<file path="src/rtl/serial_write_buffer.sv">
// serial_write_buffer
// Parallel-to-serial transmitter. A word and a bit count are captured when a
// transfer starts; one valid bit is presented on out_line per write_sig strobe.
// done_sig reads 1 while idle and 0 while busy or held in reset.
//
// Handshake: start is a level request that is only honoured in IDLE (done_sig=1);
// the cycle in which done_sig=1 and start=1 is the accepting cycle, and data_in and
// write_count are captured on that edge. Once accepted, the transfer is owned by
// the block until done_sig returns to 1. write_sig is a per-bit strobe that only
// matters while bits remain.
module serial_write_buffer #(
  parameter int   BUF_SIZE   = 8,
  parameter bit   LSB_FIRST  = 1'b0,
  parameter logic IDLE_LEVEL = 1'b1,
  localparam int  CTR_SIZE   = $clog2(BUF_SIZE + 1)
) (
  input  logic                sys_clk,
  input  logic                rst_n,
  input  logic                start,
  input  logic                write_sig,
  input  logic [BUF_SIZE-1:0] data_in,
  input  logic [CTR_SIZE-1:0] write_count,
  output logic                out_line,
  output logic                done_sig
);

  typedef enum logic [1:0] {
    ST_RESET = 2'd0,
    ST_IDLE  = 2'd1,
    ST_WRITE = 2'd2
  } state_t;

  localparam logic [CTR_SIZE-1:0] BUF_SIZE_C = CTR_SIZE'(BUF_SIZE);

  state_t              state_q, state_d;
  logic [CTR_SIZE-1:0] ctr_q, ctr_d;
  logic [BUF_SIZE-1:0] shreg_q, shreg_d;
  logic                out_q, out_d;
  logic                done_q, done_d;

  // Load-side helpers: clamped count, aligned word and its first bit.
  logic [CTR_SIZE-1:0] n_clamped;
  logic [CTR_SIZE-1:0] pad_bits;
  logic [BUF_SIZE-1:0] load_word;
  logic                first_bit;
  // Shift-side helpers: register after one advance and the bit it exposes.
  logic [BUF_SIZE-1:0] shifted_word;
  logic                next_bit;

  // Clamp the requested count and align the valid bits so that the first bit
  // to send sits at the output end of the shift register.
  always_comb begin
    n_clamped = (write_count > BUF_SIZE_C) ? BUF_SIZE_C : write_count;
    pad_bits  = BUF_SIZE_C - n_clamped;
    if (LSB_FIRST) begin
      // Valid bits are the top n; bring data_in[BUF_SIZE-n] down to bit 0.
      load_word = data_in >> pad_bits;
      first_bit = load_word[0];
    end else begin
      // Valid bits are the low n; bring data_in[n-1] up to the MSB.
      load_word = data_in << pad_bits;
      first_bit = load_word[BUF_SIZE-1];
    end
  end

  // One-bit advance of the shift register towards the output end.
  always_comb begin
    if (LSB_FIRST) begin
      shifted_word = shreg_q >> 1;
      next_bit     = shreg_q[1];
    end else begin
      shifted_word = shreg_q << 1;
      next_bit     = shreg_q[BUF_SIZE-2];
    end
  end

  // Next-state and registered-output logic for the RESET/IDLE/WRITE machine.
  always_comb begin
    state_d = state_q;
    ctr_d   = ctr_q;
    shreg_d = shreg_q;
    out_d   = out_q;
    done_d  = done_q;
    case (state_q)
      ST_RESET: begin
        state_d = ST_IDLE;
        ctr_d   = '0;
        shreg_d = '0;
        out_d   = IDLE_LEVEL;
        done_d  = 1'b1;
      end
      ST_IDLE: begin
        out_d  = IDLE_LEVEL;
        done_d = 1'b1;
        if (start) begin
          state_d = ST_WRITE;
          ctr_d   = n_clamped;
          shreg_d = load_word;
          done_d  = 1'b0;
          // The first bit is already on the line in the first WRITE cycle.
          out_d   = (n_clamped != '0) ? first_bit : IDLE_LEVEL;
        end
      end
      ST_WRITE: begin
        done_d = 1'b0;
        if (ctr_q != '0) begin
          if (write_sig) begin
            shreg_d = shifted_word;
            ctr_d   = ctr_q - CTR_SIZE'(1);
            // The last bit stays put through the trailing ctr=0 cycle.
            if (ctr_q != CTR_SIZE'(1)) begin
              out_d = next_bit;
            end
          end
        end else begin
          state_d = ST_IDLE;
          out_d   = IDLE_LEVEL;
          done_d  = 1'b1;
        end
      end
      default: begin
        // Unused encoding: recover through RESET while reporting busy.
        state_d = ST_RESET;
        ctr_d   = '0;
        shreg_d = '0;
        out_d   = IDLE_LEVEL;
        done_d  = 1'b0;
      end
    endcase
  end

  // State and output registers; reset forces the line idle immediately.
  always_ff @(posedge sys_clk or negedge rst_n) begin
    if (!rst_n) begin
      state_q <= ST_RESET;
      ctr_q   <= '0;
      shreg_q <= '0;
      out_q   <= IDLE_LEVEL;
      done_q  <= 1'b0;
    end else begin
      state_q <= state_d;
      ctr_q   <= ctr_d;
      shreg_q <= shreg_d;
      out_q   <= out_d;
      done_q  <= done_d;
    end
  end

  assign out_line = out_q;
  assign done_sig = done_q;

endmodule

</file>
<file path="config.mk">
export PLATFORM = sky130hd
export DESIGN_NAME = serial_write_buffer
export DESIGN_NICKNAME = d
export VERILOG_FILES = /design/src/rtl/serial_write_buffer.sv
export SDC_FILE = /design/constraint.sdc
export NUM_CORES = 1
export LEC_CHECK = 0
export BUFFER_PORTS_ARGS = -buffer_cell sky130_fd_sc_hd__clkbuf_2
export CORE_ASPECT_RATIO = 0.9
export CORE_MARGIN = 2
export CORE_UTILIZATION = 35
export CTS_BUF_LIST = sky130_fd_sc_hd__clkbuf_8
export DETAILED_ROUTE_END_ITERATION = 16
export PLACE_DENSITY = 0.64
export SLEW_MARGIN = 20
export SYNTH_ARGS = -nofsm -noshare
export SYNTH_HDL_FRONTEND = slang
export SYNTH_SLANG_ARGS = --single-unit
export TNS_END_PERCENT = 50
</file>
<file path="constraint.sdc">
create_clock -name sys_clk -period 3.1 [get_ports sys_clk]
set_input_delay 0.31 -clock sys_clk [delete_from_list [all_inputs] [get_ports sys_clk]]
set_output_delay 0.31 -clock sys_clk [all_outputs]
set_load 0.01 [all_outputs]
</file>
Yosys cells after proc, flatten, opt, wreduce, memory -nomap -nowiden:

Cells that the tools add are included.

* register bits: 15
* logic and storage cells: 45
* memory bits (writable): 0
* input bits: 16
* ROM bits: 0
* output and inout port bits: 2
* bits in latches: 0
* memories kept: 0

* add/sub/neg operators: 2
* mux-type cells: 21
* eq/ne operators: 9
* divide/modulo/power cells: 0
* order comparisons: 1
* shift-type cells: 1
* reductions and logical operators: 6
* bitwise gates (word level): 0
* multiply operators: 0

Operators with widths (count)
* $mux 7: 3
* $mux 4: 4
* $pmux 7 s2: 1
* $ne 2x2->1 const B: 4
* $pmux 4 s2: 1
* $reduce_bool 4->1: 2
* $shl 8x4->8: 1
* $mux 1: 7
* $ne 3x3->1 const B: 2
* $pmux 2 s3: 1
* $gt 4x4->1 const B: 1
* $mux 2: 2
* $ne 4x1->1 const B: 1
* $reduce_and 2->1: 2
* $sub 4x1->4 const B: 1
* $sub 4x4->4 const A: 1
* $pmux 1 s3: 1
* $reduce_and 3->1: 1
* $eq 2x1->1 const B: 1
* $eq 2x2->1 const B: 1
* $logic_not 2->1: 1
* $pmux 1 s2: 1

Longest topological paths before layout:

Gate-level depths: netlist (run 1).

* depth after elaboration: 7
* gate-level depth with buffers: 10
* gate-level depth less buffers: 7

Worst setup path before layout (run 1):

OpenSTA, ideal clock, no wires.

* kind: input-to-reg
* start point: in write_count[3]
* end point: reg shreg_q[5]
* setup time: 126 ps
* stages: 10
* slack: 1019 ps
* arrival time: 1955 ps
* data required time: 2974 ps
* buffers on the path: 3
* cell sequence: buf_6 -> nand2b_1 -> buf_6 -> ha_1 -> buf_2 -> xor2_1 -> mux4_1 -> a221o_1 -> a21oi_2 -> o21ai_1

* longest elaborated chain between the ends: 6

Ends and longest elaborated chain
* start, declared: line 22 `input logic [CTR_SIZE-1:0] write_count,`
* $gt 4x4->1: line 53 `n_clamped = (write_count > BUF_SIZE_C) ? BUF_SIZE_C : write_count;`
* $mux 4 *: line 53
* $sub 4x4->4 *: line 54 `pad_bits = BUF_SIZE_C - n_clamped;`
* $shl 8x4->8 *: line 61 `load_word = data_in << pad_bits;`
* $mux 7 *: line 95 `if (start) begin`
* $pmux 7 s2 *: line 84 `case (state_q)`
* end signal, assigned: line 143 `shreg_q <= shreg_d;`
* end, declared: line 37 `logic [BUF_SIZE-1:0] shreg_q, shreg_d;`

Every way passes the cells marked *; elsewhere a longest branch is shown, timed or not. The select of a mux whose other input is x is not followed.
A chain may end at the register's enable or synchronous reset.

Final worst setup path (run 1):

* start point: reg ctr_q[0]
* end point: reg shreg_q[4]

* longest elaborated chain between the ends: 3

Ends and longest elaborated chain
* start, declared: line 36 `logic [CTR_SIZE-1:0] ctr_q, ctr_d;`
* start signal, assigned: line 142 `ctr_q <= ctr_d;`
* $reduce_bool 4->1: line 106 `if (ctr_q != '0) begin`
* $ne 2x2->1 (no line)
* $reduce_and 3->1 (no line)

No other way between the ends.

==> results.sh, run 1 <==
export IMPL_ant_nets=0
export IMPL_synth_compound_gate_area_share_pct=21.83
export IMPL_die_height_um=60.81
export IMPL_synth_adder_area_share_pct=6.979
export IMPL_die_w_um=67.12
export IMPL_io_buffer_count=17
export IMPL_skew_ps=9.007
export IMPL_setup_violations=0
export IMPL_async_reset_ff_share_pct=100.0
export IMPL_max_freq_mhz=487.9
export IMPL_holdWs_ps=367.2
export IMPL_worst_ep_required_time_ps=3220
export IMPL_clkSinkCount=15
export IMPL_syn_area_mm2=0.001255
export IMPL_drc=0
export IMPL_yosysTopAreaCellShare_pct=27.92
export IMPL_synth_edf_count=0
export IMPL_synthXorXnorAreaFrac_pct=2.094
export IMPL_crit_fanout=4
export IMPL_dr_pass1_iters=4
export IMPL_path_class="reg -> reg"
export IMPL_yosysUniqueCellTypes=48
export IMPL_fin_tns_setup_ps=0
export IMPL_syn_to_final_growth_pct=12.26
export IMPL_synthMuxAreaShare_pct=13.56
export IMPL_numCtsBuffers=3
export IMPL_dieArea_mm2=0.004081
export IMPL_vias_per_cell=5.520
export IMPL_report_final_slew_viol_count=0
export IMPL_cap_violations=0
export IMPL_synth_top_family_by_area="compound AO/OA/AOI/OAI gates"
export IMPL_synth_warnings=0
export IMPL_p_per_area_mw_per_mm2=789.3
export IMPL_start_util_pct=36.88
export IMPL_clk_latency_ps=250
export IMPL_layout_drive_gt1_share_pct=17.95
export IMPL_endpoint_kind="register"
export IMPL_grt_first_pass_wirelength_mm=4.747
export IMPL_cts_tree="yes"
export IMPL_hold_viol=0
export IMPL_post_cts_buffers=0
export IMPL_clk_pin_slew_ps=70
export IMPL_grt_max_degree=16
export IMPL_startpoint_type="register"
export IMPL_htreeDepth=1
export IMPL_antenna_cells=0
export IMPL_period_minus_slack_ps=2050
export IMPL_via_count=1104
export IMPL_grt_overflow_total=0
export IMPL_synth_seq_area_share_pct=30.01
export IMPL_clockBufferDepth=2
export IMPL_num_rows=20
export IMPL_coreArea_mm2=0.003403
export IMPL_status="finished clean"
export IMPL_hp_class="in -> reg"
export IMPL_drt_iter0_drc=61
export IMPL_ys_flop_type="dfrtp_1"
export IMPL_dp_hpwl_mm=2.292
export IMPL_yosysTopAreaCell="dfrtp_1"
export IMPL_synthSimpleGateAreaFrac_pct=19.84
export IMPL_wl_mm=2.891
export IMPL_synthTopCellsByArea="dfrtp_1, mux2i_1, ha_1, nand2_1, nand2b_1"
export IMPL_synth_avg_cell_area_um2=8.964
export IMPL_grt_pass1_vias=1026
export IMPL_fin_crit_sh_pct=66.12
export IMPL_synth_seq_cells=15
export IMPL_synth_fp_nets=163
export IMPL_grtUsageTotal_pct=15.38
export IMPL_gp_congestion=0.8142
export IMPL_rsz0062_at_grt="no"
export IMPL_maxSlewHeadroom_pct=65.36
export IMPL_wire_per_inst_um=14.46
export IMPL_ir_worst_vdd_mv=0.2608
export IMPL_tightest_slew_ps=519.6
export IMPL_antenna_found_initial=0
export IMPL_cp_data_arrival_time_ps=2170
export IMPL_cts_root_buffer="clkbuf_8"
export IMPL_synthesis_instances=140
export IMPL_ioPinCount=18
export IMPL_p_leak_nw=0.6287
export IMPL_final_nets=180
## power by group
part           internal (mW)  switching, mW
Sequential             0.272         0.0554
Combinational          0.234          0.394
Clock                 0.0877         0.0694
## registers in the layout, indices dropped and copies added, names as in the netlist
signal,cells
ctr_q,4
done_sig,1
out_line,1
shreg_q,7
state_q,2
## critical path, stage by stage, from the launching register on
cell and delay [ps]:
dfrtp_1 400, inv_1 100, ha_1 200, or3b_1 440, nand2_1 150, mux2_2 340, a22oi_1 180, o31ai_1 100
## synth_stat cells (2+ instances only)
library cell and count:
nand2_1 18, dfrtp_1 14, mux2i_1 11, a21oi_1 7, ha_1 7, nor2_1 7
o21ai_0 7, inv_1 6, nand2b_1 6, a22oi_1 4, nor3_1 4, buf_2 3
o211ai_1 3, o21ai_1 3, a31oi_1 2, buf_6 2, nand3_1 2, nand4_1 2
o22ai_1 2, xor2_1 2
## timing repair
action / 4_1_cts / 5_1_grt
hold endpoints to repair: 14 / 0
hold buffers: 1 / 0
resized for setup: 0 / 0
## through the flow
stage / cells / setup WS [ps] / area (um2) / power (mW) / util [%]
6_report: 200 / 1050 / 1409 / 1.112 / 41.40
5_1_grt: 200 / 921.0 / 1409 / 1.213 / 41.40
4_1_cts: 200 / 1074 / 1409 / 1.111 / 41.40
3_5_place_dp: 195 / 851.2 / 1354 / 0.9511 / 39.78
3_3_place_gp: 195 / 988.9 / 1354 / 0.9477 / 39.78
2_1_floorplan: 140 / 1019 / 1255 / 0.7951 / -
## logic make-up (layout without fill, tap and decap cells)
kind of cell / count (synthesis) / in the layout
muxes: 14 / 14
DFF: 15 / 15
xor gates and xnor gates: 3 / 3
buffers and inverters: 13 / 29
adders and majority gates: 7 / 7
and+or+nand+nor: 48 / 48
AOI/OAI and AO/OA: 40 / 40
## final cells by class
class | instances | area (um2)
clock buffers | 3 | 41.29
clock inverters | 1 | 3.754
fillers | 349 | 1994
inverters | 6 | 22.52
multi-input cells | 112 | 807.0
flip-flops and latches | 15 | 376.6
well taps | 44 | 55.05
repair buffers | 19 | 102.6
## routing by layer
| metal | GRT usage (%) | routed length (um) | vias up |
|---|---|---|---|
| li1 | - | - | 548 |
| met1 | 22.08 | 1418 | 526 |
| met2 | 23.34 | 1302 | 24 |
| met3 | 1.670 | 131 | 6 |
| met4 | 6.997 | 39 | 0 |
| met5 | 0 | 0 | - |
## final timing paths
path	start	endpoint	slack [ps]	cells after the start
setup / recovery	ctr_q[0]	shreg_q[4]	1050	7
hold / removal	start	state_q[1]	370	3
setup reg to reg	ctr_q[0]	shreg_q[4]	1050	7
hold reg to reg	shreg_q[2]	shreg_q[2]	490	2
max in group asynchronous	rst_n	out_line	2270	2
min in group asynchronous	rst_n	ctr_q[1]	510	2
## cell usage in the layout (no fill, tap or decap), drive strengths merged, types with 2 or more instances in the layout
| cell | netlist | routed |
|---|---|---|
| nand4 | 2 | 2 |
| inv | 6 | 7 |
| o22ai | 2 | 2 |
| o211ai | 3 | 3 |
| dfrtp | 14 | 14 |
| ha | 7 | 7 |
| mux4 | 2 | 2 |
| nand3 | 2 | 2 |
| mux2i | 11 | 11 |
| a31oi | 2 | 2 |
| a21oi | 8 | 8 |
| a22oi | 4 | 4 |
| nand2 | 18 | 18 |
| xor2 | 2 | 2 |
| nor2 | 7 | 7 |
| nand2b | 6 | 6 |
| clkbuf | 1 | 20 |
| o21ai | 10 | 10 |
| nor3 | 4 | 4 |
(Power assumes the default switching activity.)
==> run 2, diff against run 1 <==
--- a/config.mk
+++ b/config.mk
@@ -5,13 +5,14 @@
 export SDC_FILE = /design/constraint.sdc
 export NUM_CORES = 1
 export LEC_CHECK = 0
+export ABC_AREA = 1
 export BUFFER_PORTS_ARGS = -buffer_cell sky130_fd_sc_hd__clkbuf_2
 export CORE_ASPECT_RATIO = 0.9
 export CORE_MARGIN = 2
 export CORE_UTILIZATION = 35
 export CTS_BUF_LIST = sky130_fd_sc_hd__clkbuf_8
 export DETAILED_ROUTE_END_ITERATION = 16
-export PLACE_DENSITY = 0.64
+export PLACE_DENSITY = 0.66
 export SLEW_MARGIN = 20
 export SYNTH_ARGS = -nofsm -noshare
 export SYNTH_HDL_FRONTEND = slang
==> constraint.sdc (replaced) <==
create_clock -name sys_clk -period 1.8 [get_ports sys_clk]
set_input_delay 0.18 -clock sys_clk [delete_from_list [all_inputs] [get_ports sys_clk]]
set_output_delay 0.18 -clock sys_clk [all_outputs]
set_load 0.01 [all_outputs]
==> results.sh, run 2 <==
export IMPL_skew_ps=9.087
export IMPL_maxSlewHeadroom_pct=74.32
export IMPL_cp_data_arrival_time_ps=1800
export IMPL_sw_frac_of_total_pct=44.60
export IMPL_p_leak_nw=0.8045
export IMPL_async_reset_ff_share_pct=100.0
export IMPL_place_area_mm2=0.001429
export IMPL_via_count=1201
export IMPL_fin_crit_sh_pct=92.15
export IMPL_wire_per_inst_um=10.90
export IMPL_yosysMostFrequentCell="nand2_1"
export IMPL_clkSinkCount=15
export IMPL_period_minus_slack_ps=1659
export IMPL_dp_hpwl_mm=2.260
export IMPL_grt_pass1_vias=1082
export IMPL_synth_fp_nets=201
export IMPL_syn_area_mm2=0.001239
export IMPL_final_area_mm2=0.001496
export IMPL_yosysUniqueCellTypes=28
export IMPL_power_internal_mw=1.031
export IMPL_numCtsBuffers=3
export IMPL_coreArea_mm2=0.003378
export IMPL_layout_common_cells="nand2_1, nand3_1, inv_1, clkbuf_2, dfrtp_1"
export IMPL_die_w_um=66.71
export IMPL_clkPwrFrac_pct=15.0
export IMPL_grt_overflow_total=0
export IMPL_htreeDepth=1
export IMPL_final_common_cell="nand2_1"
export IMPL_pwr_share_seq_pct=28.0
export IMPL_hold_viol=0
export IMPL_post_place_cells=247
export IMPL_largest_reg_flops=7
export IMPL_post_cts_buffers=0
export IMPL_drt_iter0_drc=59
export IMPL_vias_per_cell=4.766
export IMPL_cts_root_buffer="clkbuf_8"
export IMPL_io_buffer_count=17
export IMPL_fillCellCount=341
export IMPL_synth_seq_area_share_pct=30.40
export IMPL_clk_latency_ps=250
export IMPL_endpoint_kind="register"
export IMPL_final_nets=232
export IMPL_ant_nets=0
export IMPL_ioPinCount=18
export IMPL_yosysTopAreaCellShare_pct=28.28
export IMPL_grt_max_degree=16
export IMPL_synth_seq_cells=15
export IMPL_antenna_found_initial=0
export IMPL_yosysTopAreaCell="dfrtp_1"
export IMPL_cap_violations=0
export IMPL_start_util_pct=36.67
export IMPL_num_rows=20
export IMPL_whs_path_depth=5
export IMPL_gp_congestion=0.8760
export IMPL_report_final_slew_viol_count=0
export IMPL_status="finished clean"
export IMPL_antenna_cells=0
export IMPL_ys_top_cells_by_count="nand2_1, nand3_1, inv_1"
export IMPL_hp_class="in -> reg"
export IMPL_clockBufferDepth=2
export IMPL_setup_violations=0
export IMPL_ir_worst_vdd_mv=0.4068
export IMPL_rsz0062_at_grt="no"
export IMPL_p_per_area_mw_per_mm2=1243
export IMPL_fin_cells=252
export IMPL_synthTopCellsByArea="dfrtp_1, nand2_1, nand3_1, ha_1, inv_1"
export IMPL_layout_drive_gt1_share_pct=25.00
export IMPL_synth_avg_cell_area_um2=6.959
export IMPL_switchingPower_mw=0.8298
export IMPL_wl_mm=2.747
export IMPL_worst_ep_required_time_ps=1940
export IMPL_die_height_um=60.44
export IMPL_synthesis_instances=178
export IMPL_rr_worst_depth=10
export IMPL_power_frac_comb_pct=57.0
export IMPL_synth_warnings=0
export IMPL_clk_pin_slew_ps=70
export IMPL_fin_tns_setup_ps=0
export IMPL_dr_pass1_iters=4
export IMPL_dieArea_mm2=0.004032
export IMPL_grt_first_pass_wirelength_mm=4.636
export IMPL_grtUsageTotal_pct=15.25
export IMPL_cts_tree="yes"
export IMPL_synth_edf_count=0
export IMPL_ys_flop_type="dfrtp_1"
export IMPL_syn_to_final_growth_pct=20.81
export IMPL_max_freq_mhz=602.9
export IMPL_drc=0
export IMPL_startpoint_type="register"
export IMPL_path_class="reg -> reg"
export IMPL_crit_fanout=8
export IMPL_tightest_slew_ps=385.3
export IMPL_reg_top3="shreg_q (7), ctr_q (4), state_q (2)"
export IMPL_regMostFlops="shreg_q"
[run 2: logic make-up after synthesis]
kind of cell / after synthesis / share of synthesized area (%)
and+or+nand+nor: 105 / 41.21
buffers and inverters: 28 / 10.20
AOI/OAI and AO/OA: 21 / 9.696
DFF: 15 / 30.40
adders and majority gates: 7 / 7.070
xor gates and xnor gates: 2 / 1.414
[run 2: repair_timing]
action / in CTS / in global routing
gates resized for setup: 0 / 2
setup endpoints to repair: 0 / 3
hold buffers: 1 / 0
endpoints found under the hold margin: 14 / 0
[run 2: metrics by stage]
| step | total power [mW] | util, % | hold WS [ps] | setup slack, ps |
|---|---|---|---|---|
| floorplan | 1.212 | - | -115.6 | 87.67 |
| global placement | 1.552 | 42.30 | 114.6 | 73.75 |
| detailed placement | 1.557 | 42.30 | 119.6 | 29.36 |
| CTS | 1.848 | 43.96 | 290.1 | 99.73 |
| global route | 2.050 | 44.30 | 332.4 | 13.62 |
| finish | 1.861 | 44.30 | 286.1 | 141.3 |
[run 2: power by group through the flow]
stage | Clock [mW] | Sequential [mW] | Combinational, mW
floorplan | 0 | 0.526 | 0.686
global placement | 0 | 0.524 | 1.03
detailed placement | 0 | 0.525 | 1.03
CTS | 0.287 | 0.520 | 1.04
global route | 0.311 | 0.535 | 1.20
finish | 0.280 | 0.521 | 1.06
[run 2: layout make-up]
cell class                      instances  area [um2]  area share, %
Multi-Input combinational cell        135       747.0          49.92
Timing Repair Buffer                   29       177.7          11.87
Inverter                               25       93.84          6.271
Clock buffer                            3       41.29          2.759
Tap cell                               44       55.05          3.679
Clock inverter                          1       5.005         0.3344
Sequential cell                        15       376.6          25.17
[run 2: worst max-delay path, stage by stage, from the launching register on]
cell	delay (ps)
dfrtp_1	380
inv_1	80
ha_2	200
inv_1	90
or2_2	320
o31ai_4	90
nor2_2	100
nand2_2	80
inv_2	80
nand2_1	80
nand2_1	50
[run 2: routing by layer]
layer / global-route usage [%] / share of wire (%) / vias to the layer above
li1: - / - / 634
met4: 4.373 / 1.1 / 0
met2: 24.71 / 46 / 19
met5: 0 / 0 / -
met3: 3.896 / 3.8 / 4
met1: 20.34 / 49 / 544
[run 2: final timing paths]
kind / start / end / slack [ps]
setup reg to reg: state_q[1] / shreg_q[3] / 140
min in group asynchronous: rst_n / ctr_q[1] / 370
hold / removal: write_sig / out_line / 290
hold reg to reg: shreg_q[6] / shreg_q[6] / 480
setup / recovery: state_q[1] / shreg_q[3] / 140
max in group asynchronous: rst_n / out_line / 1100
